File: config.mk
export PLATFORM = sky130hd
export DESIGN_NAME = systolic_sequencer
export DESIGN_NICKNAME = d
export VERILOG_FILES = /design/src/rtl/sa_pkg.sv /design/src/rtl/sa_addr_counter.sv /design/src/rtl/systolic_sequencer.sv
export SDC_FILE = /design/constraint.sdc
export NUM_CORES = 1
export LEC_CHECK = 0
export BUFFER_PORTS_ARGS = -buffer_cell sky130_fd_sc_hd__buf_2
export CAP_MARGIN = 20
export CORE_AREA = 5 5 328 330
export CTS_CLUSTER_DIAMETER = 60
export CTS_CLUSTER_SIZE = 25
export DETAILED_ROUTE_END_ITERATION = 16
export DIE_AREA = 0 0 333 335
export PLACE_DENSITY_LB_ADDON = 0.2
export RECOVER_POWER = 100
export SLEW_MARGIN = 20
export SYNTH_ARGS = -nofsm -noshare
export SYNTH_HDL_FRONTEND = slang
export SYNTH_HIERARCHICAL = 1
export SYNTH_SLANG_ARGS = --single-unit
File: constraint.sdc
create_clock -name clk -period 3.7 [get_ports clk]
set_clock_uncertainty 0.15 [all_clocks]
set_input_delay 0.37 -clock clk [delete_from_list [all_inputs] [get_ports clk]]
set_output_delay 0.37 -clock clk [all_outputs]
set_load 0.01 [all_outputs]
File: src/rtl/sa_pkg.sv
// Shared definitions for the systolic array job sequencer: state encoding,
// sa_inst bit positions and row-width helpers.
package sa_pkg;

    localparam int unsigned ELEM_W           = 16;
    localparam int unsigned ACC_W            = 32;
    localparam int unsigned DEF_ARRAY_LENGTH = 4;
    localparam int unsigned DEF_ARRAY_WIDTH  = 4;

    localparam int unsigned INST_WLOAD = 1;
    localparam int unsigned INST_W16   = 0;

    localparam int unsigned CNT_W = 16;

    typedef enum logic [2:0] {
        StIdle,
        StWload,
        StXfeed,
        StDrain,
        StFin
    } sa_state_e;

    function automatic int unsigned row_bits(input int unsigned elems, input int unsigned elem_w);
        return elems * elem_w;
    endfunction

endpackage

File: src/rtl/sa_addr_counter.sv
// Base + count address generator with terminal-count and below-limit flags.
module sa_addr_counter
    import sa_pkg::*;
#(
    parameter int unsigned ADDR_W = 10
) (
    input  logic              clk,
    input  logic              _res,
    input  logic              clear,
    input  logic              inc,
    input  logic [ADDR_W-1:0] base,
    input  logic [CNT_W-1:0]  limit,
    output logic [ADDR_W-1:0] addr,
    output logic              last,
    output logic              below
);

    logic [CNT_W-1:0] count_q;

    always_ff @(posedge clk or negedge _res) begin
        if (!_res) begin
            count_q <= '0;
        end else if (clear) begin
            count_q <= '0;
        end else if (inc) begin
            count_q <= count_q + 1'b1;
        end
    end

    // Address wraps modulo 2^ADDR_W by truncation.
    assign addr  = base + ADDR_W'(count_q);
    assign last  = ((CNT_W+1)'(count_q) + (CNT_W+1)'(1)) == (CNT_W+1)'(limit);
    assign below = count_q < limit;

endmodule

File: src/rtl/systolic_sequencer.sv
// Job-level controller: loads one weight tile, streams input rows and writes
// every result row to the output buffer, with a bounded drain window.
module systolic_sequencer
    import sa_pkg::*;
#(
    parameter int unsigned ARRAY_LENGTH = DEF_ARRAY_LENGTH,
    parameter int unsigned ARRAY_WIDTH  = DEF_ARRAY_WIDTH,
    parameter int unsigned ADDR_W       = 10,
    parameter int unsigned DRAIN_MAX    = 64
) (
    input  logic                                    clk,
    input  logic                                    _res,
    input  logic                                    start,
    input  logic                                    width16,
    input  logic [15:0]                             num_rows,
    input  logic [ADDR_W-1:0]                       w_base,
    input  logic [ADDR_W-1:0]                       x_base,
    input  logic [ADDR_W-1:0]                       o_base,
    input  logic [row_bits(ARRAY_LENGTH, ACC_W)-1:0]  bias,
    output logic                                    busy,
    output logic                                    done,
    output logic                                    err,
    output logic                                    wrd_en,
    output logic [ADDR_W-1:0]                       wrd_addr,
    input  logic [row_bits(ARRAY_LENGTH, ELEM_W)-1:0] wrd_data,
    output logic                                    xrd_en,
    output logic [ADDR_W-1:0]                       xrd_addr,
    input  logic [row_bits(ARRAY_WIDTH, ELEM_W)-1:0]  xrd_data,
    output logic                                    owr_en,
    output logic [ADDR_W-1:0]                       owr_addr,
    output logic [row_bits(ARRAY_LENGTH, ACC_W)-1:0]  owr_data,
    output logic [1:0]                              sa_inst,
    output logic [row_bits(ARRAY_LENGTH, ELEM_W)-1:0] sa_WinL,
    output logic [row_bits(ARRAY_WIDTH, ELEM_W)-1:0]  sa_XinL,
    output logic [row_bits(ARRAY_LENGTH, ACC_W)-1:0]  sa_BinL,
    input  logic [row_bits(ARRAY_LENGTH, ACC_W)-1:0]  sa_SoutL,
    input  logic                                    sa_Sready
);

    localparam int unsigned S_ROW = row_bits(ARRAY_LENGTH, ACC_W);
    localparam int unsigned DRN_W = $clog2(DRAIN_MAX + 1);

    sa_state_e         state_q, state_d;
    logic              width16_q;
    logic [CNT_W-1:0]  num_rows_q;
    logic [ADDR_W-1:0] w_base_q, x_base_q, o_base_q;
    logic [S_ROW-1:0]  bias_q;
    logic              err_q, err_d;
    logic [DRN_W-1:0]  drain_q;
    logic              w_vld_q, x_vld_q;

    logic              accept, cap;
    logic [ADDR_W-1:0] w_addr, x_addr, o_addr;
    logic              w_last, x_last, o_last;
    logic              w_below, x_below, o_below;

    assign accept = (state_q == StIdle) && start;
    assign cap    = sa_Sready && o_below && ((state_q == StXfeed) || (state_q == StDrain));

    sa_addr_counter #(.ADDR_W(ADDR_W)) u_w_cnt (
        .clk   (clk),
        ._res  (_res),
        .clear (accept),
        .inc   (wrd_en),
        .base  (w_base_q),
        .limit (CNT_W'(ARRAY_WIDTH)),
        .addr  (w_addr),
        .last  (w_last),
        .below (w_below)
    );

    sa_addr_counter #(.ADDR_W(ADDR_W)) u_x_cnt (
        .clk   (clk),
        ._res  (_res),
        .clear (accept),
        .inc   (xrd_en),
        .base  (x_base_q),
        .limit (num_rows_q),
        .addr  (x_addr),
        .last  (x_last),
        .below (x_below)
    );

    sa_addr_counter #(.ADDR_W(ADDR_W)) u_o_cnt (
        .clk   (clk),
        ._res  (_res),
        .clear (accept),
        .inc   (cap),
        .base  (o_base_q),
        .limit (num_rows_q),
        .addr  (o_addr),
        .last  (o_last),
        .below (o_below)
    );

    always_ff @(posedge clk or negedge _res) begin
        if (!_res) begin
            state_q    <= StIdle;
            width16_q  <= 1'b0;
            num_rows_q <= '0;
            w_base_q   <= '0;
            x_base_q   <= '0;
            o_base_q   <= '0;
            bias_q     <= '0;
            err_q      <= 1'b0;
            drain_q    <= '0;
            w_vld_q    <= 1'b0;
            x_vld_q    <= 1'b0;
        end else begin
            state_q <= state_d;
            err_q   <= err_d;
            w_vld_q <= wrd_en;
            x_vld_q <= xrd_en;
            if (accept) begin
                width16_q  <= width16;
                num_rows_q <= num_rows;
                w_base_q   <= w_base;
                x_base_q   <= x_base;
                o_base_q   <= o_base;
                bias_q     <= bias;
                drain_q    <= '0;
            end else if (state_q == StDrain) begin
                drain_q <= drain_q + 1'b1;
            end
        end
    end

    always_comb begin
        state_d = state_q;
        err_d   = err_q;
        unique case (state_q)
            StIdle: begin
                if (start) begin
                    state_d = StWload;
                    err_d   = 1'b0;
                end
            end
            StWload: begin
                // An empty job spends one DRAIN cycle while the last weight lands.
                if (w_last) state_d = (num_rows_q == '0) ? StDrain : StXfeed;
            end
            StXfeed: begin
                if (x_last) state_d = StDrain;
            end
            StDrain: begin
                if (!o_below || (cap && o_last)) begin
                    state_d = StFin;
                end else if (drain_q == DRN_W'(DRAIN_MAX - 1)) begin
                    state_d = StFin;
                    err_d   = 1'b1;
                end
            end
            StFin:   state_d = StIdle;
            default: state_d = StIdle;
        endcase
    end

    always_comb begin
        busy     = (state_q == StWload) || (state_q == StXfeed) || (state_q == StDrain);
        done     = (state_q == StFin);
        err      = err_q;
        wrd_en   = (state_q == StWload) && w_below;
        wrd_addr = wrd_en ? w_addr : '0;
        xrd_en   = (state_q == StXfeed) && x_below;
        xrd_addr = xrd_en ? x_addr : '0;
        owr_en   = cap;
        owr_addr = cap ? o_addr : '0;
        owr_data = cap ? sa_SoutL : '0;
        sa_inst             = 2'b00;
        sa_inst[INST_WLOAD] = w_vld_q;
        sa_inst[INST_W16]   = width16_q;
        sa_WinL  = w_vld_q ? wrd_data : '0;
        sa_XinL  = x_vld_q ? xrd_data : '0;
        sa_BinL  = bias_q;
    end

endmodule

==> results.tsv <==
metric	value	unit
maxcap violations	3	
core box area	104500	sq um
die width	333	microns
Initial DRT Pass Iterations	5	
grt total ovfl	0	
Root Buffer	clkbuf_16	
TritonCTS clock tree	yes	
initial drt markers	503	
reg2reg setup slack	0.23	ns
ranking of synthesized cells by area	dfrtp_1, mux2_2, and2_1	
worst slew pin tran	2.182	ns
die height	335	microns
Final HPWL DP	61850	microns
area grow syn2layout	67.38	%
vias in the first global route	15850	
# port buffers	856	
Final period util	0.9881	
layout cell share with drive strength beyond 1	0.4129	
proportion of synthesized area in mux cells	0.1350	
initial antenna violation count	35	
Commonest cells post-synth	and2_1, dfrtp_1, mux2_2, nor2_1, ha_1	
sequential element share of the synthesized area	0.3904	
fraction of registers with async set/reset	1.000	
Max IR drop VDD	318.6	uV
placed insts	3735	
RSZ-0062 raised after global routing	true	
cell taking the most area after synthesis	dfrtp_1	
Crit Path Class	reg -> out	
setup tns final	0	ns
proportion of netlist area held by the largest area contributor	0.3904	
htree depth	2	
CTS buffer count	42	
routed via count	15100	
CTS sink count	236	
critical path data required time	3.18	ns
post-synthesis simple-gate area fraction	0.2259	
XOR/XNOR Fraction of Synth Area	0.06890	
GRT Overall Usage	0.1316	
most common cell in the netlist	and2_1	
status	finished with violations	
max-slew violations	229	
Initial Util	0.1447	
final WL	78000	microns
failing checks	capacitance limit, slew limit	
fin crit period	3.656	ns
number of synthesized flops with an enable pin	0	
Synth Flop Type	dfrtp_1	
largest net degree at the start of global routing	92	
Mapped Cells	1490	
Layout Nets	3128	
Lkg Pwr	0.01191	uW
Avg Inst Size Synth	10.15	sq um
Synth Cell Area	15130	sq um
insertion delay to the later sink of the worst-skew pair	0.60	ns
Post-Layout Cell Count	4046	
num rows	119	
Slew Limit Headroom	-0.4545	
first-pass GRT wire length	110100	microns
Ys Warns	6	
setup violators final	0	
CP startpoint kind	register	
average routed wire per standard cell	19.28	microns
die area	111600	sq um
Antenna Nets Post-Route	0	
Worst EP arrival	3.14	ns
RePlAce Congestion	0.8002	
class of the worst hold path	in -> reg	
main combinational cell family by area after synthesis	simple AND/OR/NAND/NOR gates	
Residual DRC	0	
clock buffer depth	3	
nature of the critical path endpoint	output pin	
adder-cell share of the synthesized area	0.06931	
vias per inst	3.732	
Worst Path Max Fanout	3	
Yosys reg bits	236	
post-synthesis compound-gate area fraction	0.06534	
Top Ports	857	
Hold Fails Final Rpt	0	
distinct cell type count after synthesis	78	
PwrDens	412.1	nW/um^2
fmax	273.5	MHz
Worst-path clk slew	0.05	ns
[stage by stage]
stage	util	total power [uW]	instance area (sq um)	worst slack (ns)	hold slack, ns
2_1_floorplan	-	4679	15270	0.4082	-0.07559
5_1_grt	0.2421	11070	25300	-0.09378	0.05081
4_1_cts	0.2389	10630	24970	-0.03516	0.003434
3_3_place_gp	0.2035	5917	21270	0.4147	0.2742
3_5_place_dp	0.2035	5895	21270	0.4382	0.2544
6_report	0.2422	10430	25320	0.04409	0.05649
[final cells by class]
class,count,area (sq um)
Clock inverter,32,429.2
Sequential cell,236,5927
Tap cell,1391,1740
Multi-Input combinational cell,1156,8935
Fill cell,11540,79200
Clock buffer,46,1096
Timing Repair Buffer,1123,6972
Antenna cell,10,25.02
Inverter,52,195.2
[kinds of logic after synthesis]
logic type / after synthesis
adders and majority gates: 82
other: 2
DFF: 236
buffers and inverters: 135
muxes: 182
AOI/OAI and AO/OA: 144
xor gates and xnor gates: 119
and+or+nand+nor: 590
[cell usage in the layout (no fill, tap or decap), drive strengths merged, types with 7 or more instances in the layout]
master / count
dfrtp: 236
mux2: 176
o21ai: 27
a21o: 11
a21oi: 32
a31oi: 7
nor2b: 16
dlygate4sd3: 176
nor4: 14
nand3: 26
nand4: 26
or4: 8
and3: 11
nor3: 18
o311ai: 7
conb: 39
o21a: 7
nand2: 49
a211oi: 12
nor2: 90
ha: 79
bufinv: 7
or2: 7
clkbuf: 256
xnor2: 62
or3: 9
buf: 737
inv: 62
diode: 10
and2: 294
xor2: 57
clkinv: 12
[where the power goes]
| group | total [uW] | switching, uW | internal, uW |
|---|---|---|---|
| logic | 2990 | 1470 | 1520 |
| clock network | 4270 | 1590 | 2680 |
| registers | 3180 | 266 | 2910 |
| total | 10400 | 3320 | 7110 |
[worst max-delay path, stage by stage (launching register included)]
cell      delay [ns]
dfrtp_1         0.44
buf_6           0.16
ha_4            0.21
a21oi_4         0.14
nor2b_2         0.06
o31a_1          0.30
or4_4           0.42
a2111o_1        0.42
o211a_1         0.14
and2_1          0.13
buf_2           0.14
[layer usage]
layer	vias up	global-route usage	share of wire
met5	-	0	0.00086
met4	10	0.04699	0.029
met3	124	0.03739	0.070
met2	585	0.2393	0.52
met1	7027	0.1469	0.38
li1	7352	-	-
[path summary, 6_finish.rpt]
check,startpoint,end,cells after the start
worst max-delay path,u_o_cnt/count_q[1],owr_addr[9],10
worst min-delay path,sa_Sready,err,4
worst max register to register,u_o_cnt/count_q[1],state_q[1],13
worst min register to register,width16_q,width16_q,1
max in group asynchronous,_res,x_base_q[4],3
min in group asynchronous,_res,sa_BinL[66],2
[sequential cells by signal, indices dropped and copies added (netlist names), 7 cells and up]
register,count
num_rows_q,16
u_x_cnt/count_q,16
w_base_q,10
x_base_q,10
drain_q,7
sa_BinL,128
u_o_cnt/count_q,16
o_base_q,10
u_w_cnt/count_q,16
[repair_timing]
item / CTS / global route
setup buffers: 23 / 10
hold buffers: 176 / 0
pin swaps: 9 / 19
endpoints found under the setup margin: 161 / 148
hold endpoints to repair: 245 / 0
cloned: 4 / 10
resized for setup: 40 / 103
Note: power is estimated with default switching activity, not from simulation.
